--- config.mk ---
export PLATFORM = sky130hd
export DESIGN_NAME = lutram_port_arbiter
export DESIGN_NICKNAME = d
export VERILOG_FILES = /design/src/rtl/lutram_arb_pkg.sv /design/src/rtl/rr_arbiter2.sv /design/src/rtl/lutram_port_arbiter.sv
export SDC_FILE = /design/constraint.sdc
export NUM_CORES = 1
export LEC_CHECK = 0
export ABC_AREA = 1
export BUFFER_PORTS_ARGS = -buffer_cell sky130_fd_sc_hd__buf_2
export CAP_MARGIN = 20
export CORE_UTILIZATION = 32
export CTS_BUF_LIST = sky130_fd_sc_hd__clkbuf_16
export DETAILED_ROUTE_END_ITERATION = 6
export PLACE_DENSITY = 0.66
export RECOVER_POWER = 25
export SETUP_SLACK_MARGIN = 0.1
export SYNTH_ARGS = -nofsm -noshare
export SYNTH_HDL_FRONTEND = slang
export SYNTH_HIERARCHICAL = 1
export SYNTH_SLANG_ARGS = --single-unit
--- constraint.sdc ---
create_clock -name clock -period 1.3 [get_ports clock]
set_input_delay 0.13 -clock clock [delete_from_list [all_inputs] [get_ports clock]]
set_output_delay 0.13 -clock clock [all_outputs]
set_load 0.03 [all_outputs]
--- src/rtl/lutram_arb_pkg.sv ---
// Shared widths and controller state for the two-port LUT RAM arbiter.
// Optional power-up clear sweep is enabled with LUTRAM_ARB_CLEAR_EN.
package lutram_arb_pkg;

    localparam int ADDR_W = 5;
    localparam int DATA_W = 16;
    localparam int DEPTH  = 32;

    typedef enum logic {
        CLEAR,
        ACTIVE
    } state_e;

endpackage

--- src/rtl/rr_arbiter2.sv ---
// Two-way round-robin grant: a lone request always wins, a tie goes
// to the requester that was not granted most recently.
module rr_arbiter2 (
    input  logic [1:0] req,
    input  logic       last,
    output logic [1:0] gnt
);

    always_comb begin
        gnt = 2'b00;
        unique case (req)
            2'b01:   gnt = 2'b01;
            2'b10:   gnt = 2'b10;
            2'b11:   gnt = last ? 2'b01 : 2'b10;
            default: gnt = 2'b00;
        endcase
    end

endmodule

--- src/rtl/lutram_port_arbiter.sv ---
// Two requesters sharing one 32x16 LUT RAM port with registered read data.
// LUTRAM_ARB_CLEAR_EN adds a post-reset sweep writing CLEAR_VALUE everywhere.
module lutram_port_arbiter
    import lutram_arb_pkg::*;
#(
    parameter logic [DATA_W-1:0] CLEAR_VALUE = 16'h0000
) (
    input  logic              clock,
    input  logic              reset_n,
    input  logic              req0_valid,
    output logic              req0_ready,
    input  logic              req0_we,
    input  logic [ADDR_W-1:0] req0_addr,
    input  logic [DATA_W-1:0] req0_wdata,
    input  logic              req1_valid,
    output logic              req1_ready,
    input  logic              req1_we,
    input  logic [ADDR_W-1:0] req1_addr,
    input  logic [DATA_W-1:0] req1_wdata,
    output logic              rsp0_valid,
    output logic [DATA_W-1:0] rsp0_rdata,
    output logic              rsp1_valid,
    output logic [DATA_W-1:0] rsp1_rdata,
    output logic              ram_we,
    output logic [ADDR_W-1:0] ram_addr,
    output logic [DATA_W-1:0] ram_din,
    input  logic [DATA_W-1:0] ram_dout,
    output logic              busy
);

    logic              sweep;
    logic [ADDR_W-1:0] sweep_addr;
    logic [1:0]        arb_gnt;
    logic [1:0]        gnt;
    logic              rd0;
    logic              rd1;
    logic              last_q;
    logic              last_d;
    logic              rsp0_valid_q;
    logic              rsp1_valid_q;
    logic [DATA_W-1:0] rsp0_rdata_q;
    logic [DATA_W-1:0] rsp1_rdata_q;

`ifdef LUTRAM_ARB_CLEAR_EN
    state_e            state_q;
    logic [ADDR_W-1:0] cnt_q;

    always_ff @(posedge clock or negedge reset_n) begin
        if (!reset_n) begin
            state_q <= CLEAR;
            cnt_q   <= '0;
        end else if (state_q == CLEAR) begin
            cnt_q <= cnt_q + ADDR_W'(1);
            if (cnt_q == ADDR_W'(DEPTH - 1)) begin
                state_q <= ACTIVE;
            end
        end
    end

    assign sweep      = (state_q == CLEAR);
    assign sweep_addr = cnt_q;
`else
    assign sweep      = 1'b0;
    assign sweep_addr = '0;
`endif

    rr_arbiter2 u_arb (
        .req  ({req1_valid, req0_valid}),
        .last (last_q),
        .gnt  (arb_gnt)
    );

    // The sweep owns the RAM port outright; nobody is granted meanwhile.
    assign gnt        = sweep ? 2'b00 : arb_gnt;
    assign req0_ready = gnt[0];
    assign req1_ready = gnt[1];
    assign busy       = sweep;

    always_comb begin
        ram_we   = 1'b0;
        ram_addr = '0;
        ram_din  = '0;
        unique case (1'b1)
            sweep: begin
                ram_we   = 1'b1;
                ram_addr = sweep_addr;
                ram_din  = CLEAR_VALUE;
            end
            gnt[0]: begin
                ram_we   = req0_we;
                ram_addr = req0_addr;
                ram_din  = req0_wdata;
            end
            gnt[1]: begin
                ram_we   = req1_we;
                ram_addr = req1_addr;
                ram_din  = req1_wdata;
            end
            default: begin
                ram_we   = 1'b0;
                ram_addr = '0;
                ram_din  = '0;
            end
        endcase
    end

    assign rd0 = gnt[0] & ~req0_we;
    assign rd1 = gnt[1] & ~req1_we;

    always_comb begin
        last_d = last_q;
        if (gnt[0]) begin
            last_d = 1'b0;
        end else if (gnt[1]) begin
            last_d = 1'b1;
        end
    end

    always_ff @(posedge clock or negedge reset_n) begin
        if (!reset_n) begin
            last_q       <= 1'b1;
            rsp0_valid_q <= 1'b0;
            rsp1_valid_q <= 1'b0;
            rsp0_rdata_q <= '0;
            rsp1_rdata_q <= '0;
        end else begin
            last_q       <= last_d;
            rsp0_valid_q <= rd0;
            rsp1_valid_q <= rd1;
            if (rd0) begin
                rsp0_rdata_q <= ram_dout;
            end
            if (rd1) begin
                rsp1_rdata_q <= ram_dout;
            end
        end
    end

    assign rsp0_valid = rsp0_valid_q;
    assign rsp1_valid = rsp1_valid_q;
    assign rsp0_rdata = rsp0_rdata_q;
    assign rsp1_rdata = rsp1_rdata_q;

endmodule

==> flow_summary.json <==
{
  "finalWirelength_um": 5750,
  "die_w_um": 74.3,
  "syn_area_per_cell_um2": 7.47,
  "grt_pass1_vias": 1880,
  "port_buffers": 121,
  "grt.met2_usage": 0.345,
  "gp_congestion": 0.772,
  "hold_path.class": "in -> reg",
  "yosys.area.top_type": "dfrtp_1",
  "vias": 2003,
  "seqCellArea_um2": 877,
  "worst_setup_path_end_kind": "output port",
  "cts-htree-levels": 2,
  "mappedNetlistNets": 288,
  "maxCapViolations": 0,
  "cp.arrival_ns": 1.61,
  "status": "finished, violations left",
  "startpoint": "last_q",
  "netlist_area_um2": 1670,
  "cts_root_buffer": "clkbuf_16",
  "worst_ep_required_time_ns": 1.17,
  "met3_usage": 0.0461,
  "hold_start": "ram_dout[8]",
  "drive_gt1_frac": 0.567,
  "cts_buffer_depth": 2,
  "cts.clk_slew.worst_paths_ns": 0.05,
  "worst_slew_pin_slew_ns": 0.777,
  "n_antenna_cell": 0,
  "syn_inst": 224,
  "grt_first_pass_wirelength_um": 8520,
  "period_share": 1.34,
  "synth_top_area_frac": 0.509,
  "nets": 435,
  "final_area_um2": 3220,
  "whs_endpoint": "rsp0_rdata[8]",
  "reg2reg_depth": 9,
  "antenna_found_initial": 0,
  "setup-violations-final": 58,
  "maxSlewViolCount": 0,
  "hpwl_um": 3640,
  "power_leakage_nw": 1.83,
  "multi_input_area_um2": 1010,
  "power_density_nw_per_um2": 1330,
  "regToRegStartpoint": "last_q",
  "insertion_delay_ns": 0.27,
  "io_pins": 123,
  "hold_viol": 0,
  "fp-row-count": 25,
  "holdPathStages": 3,
  "cts_sinks": 35,
  "grt_most_used_layer": "met2",
  "first_pass_iters": 4,
  "final_cell_mix": "buf_2, nand2_1, dfrtp_1",
  "synth.distinct_cells": 14,
  "n_fill_cell": 413,
  "cts_tree": "built",
  "die_height_um": 74.3,
  "setup_tns_ns": -16.09,
  "fin_worst_skew_ns": 0.00195,
  "placed_cell_area_um2": 2570,
  "synth-seq-cells": 35,
  "dieArea_um2": 5520,
  "layout_min_cycle_time_ns": 1.74,
  "drt-initial-drc-count": 77,
  "grt_max_degree": 36,
  "viasPerCell": 4.56,
  "violations": "setup timing",
  "rsz0062_at_grt": "yes",
  "areaGrowthSynthToFinish_pct": 92.7,
  "ff2ff_setup_slack_ns": -0.27,
  "grt_overflow_total": 0,
  "drt.antenna.violating_nets": 0,
  "gr-usage-met1": 0.259,
  "start_kind": "flip-flop",
  "start_util": 0.343,
  "grtUsageTotal": 0.205,
  "layout_setup_ws_ns": -0.436,
  "synth_area_leaders": "dfrtp_1, nand2_1, nand3_1",
  "total_power_mw": 4.29,
  "mostFrequentLayoutCell": "buf_2",
  "remaining_drc_errors": 0,
  "ys_seq_area_frac": 0.524,
  "synth_warnings": 6,
  "avgRoutedWirePerCell_um": 13.1,
  "crit_path_max_fanout": 7,
  "coreArea_um2": 4880,
  "critical_path_class": "reg -> out",
  "slew_headroom": 0.482,
  "cts_made_buffers": 5,
  "ir_drop_uv": 827,
  "max_freq_mhz": 576,
  "reg2reg_to": "rsp1_rdata[1]"
}
==> cell type report <==
cell class / count / area share
clock inverters: 3 / 0.00349
clock buffers: 5 / 0.0388
well taps: 67 / 0.0260
repair buffers: 151 / 0.341
inverters: 6 / 0.00698
flip-flops and latches: 35 / 0.272
multi-input cells: 172 / 0.312
==> Yosys cell counts <==
master and count:
dfstp_2 1, buf_4 6, dfrtp_1 34, a21oi_1 1, buf_6 1, nand3_1 33, buf_2 6, nand2_2 2
nor2_1 2, conb_1 1, nand2_1 130, inv_1 4, inv_2 2, o21ai_1 1
==> worst max-delay path, stage by stage, from the launching register on <==
cell     delay, ns
dfstp_2       0.57
buf_6         0.12
nand3_4       0.06
nand2_4       0.10
buf_12        0.11
buf_8         0.10
nand2_1       0.07
nand2_2       0.07
buf_6         0.12
==> registers in the layout (all words and copies together) (netlist names) <==
signal	flops
rsp0_rdata	16
rsp0_valid	1
rsp1_valid	1
rsp1_rdata	16
last_q	1
==> routing by layer <==
layer | up-vias | wire length, um
met2 | 82 | 2950
met4 | 0 | 31
li1 | 989 | -
met5 | - | 0
met3 | 6 | 366
met1 | 926 | 2400
==> power breakdown <==
group	switching [mW]	internal, mW	leakage (nW)
Clock	0.402	0.688	0.0701
Combinational	1.12	0.676	1.33
Sequential	0.111	1.29	0.434
Total	1.63	2.65	1.83
==> timing repair <==
item | in CTS | in global routing
endpoints found under the hold margin | 34 | 0
hold buffers | 1 | 0
setup buffers | 8 | 6
gates resized for setup | 63 | 28
pin swaps | 3 | 11
endpoints found under the setup margin | 59 | 59
gates cloned | 3 | 1
==> cells by family after synthesis <==
| group | count (synthesis) | share of synthesized area |
|---|---|---|
| other | 1 | 0.00224 |
| AO/OA/AOI/OAI | 2 | 0.00598 |
| flip-flops | 35 | 0.524 |
| AND/OR/NAND/NOR | 167 | 0.402 |
| buffers and inverters | 19 | 0.0651 |
==> worst max-delay path by stage <==
stage	end	slack (ns)	depth (start not counted)
floorplan	ram_addr[3]	-0.06	6
global placement	rsp1_rdata[11]	-0.33	5
detailed placement	rsp1_rdata[8]	-0.36	5
CTS	ram_din[15]	-0.42	8
global route	ram_din[7]	-0.51	8
finish	ram_addr[0]	-0.44	8
==> stage by stage <==
stage,setup slack [ns],hold WS [ns],util,instances
after global placement,-0.329,0.186,0.526,413
final,-0.436,0.0942,0.661,439
after CTS,-0.416,0.100,0.629,433
after detailed placement,-0.362,0.189,0.526,413
after floorplan,-0.0565,-0.166,-,224
after global routing,-0.509,0.106,0.661,439
Note: power is estimated with default switching activity, not from simulation.
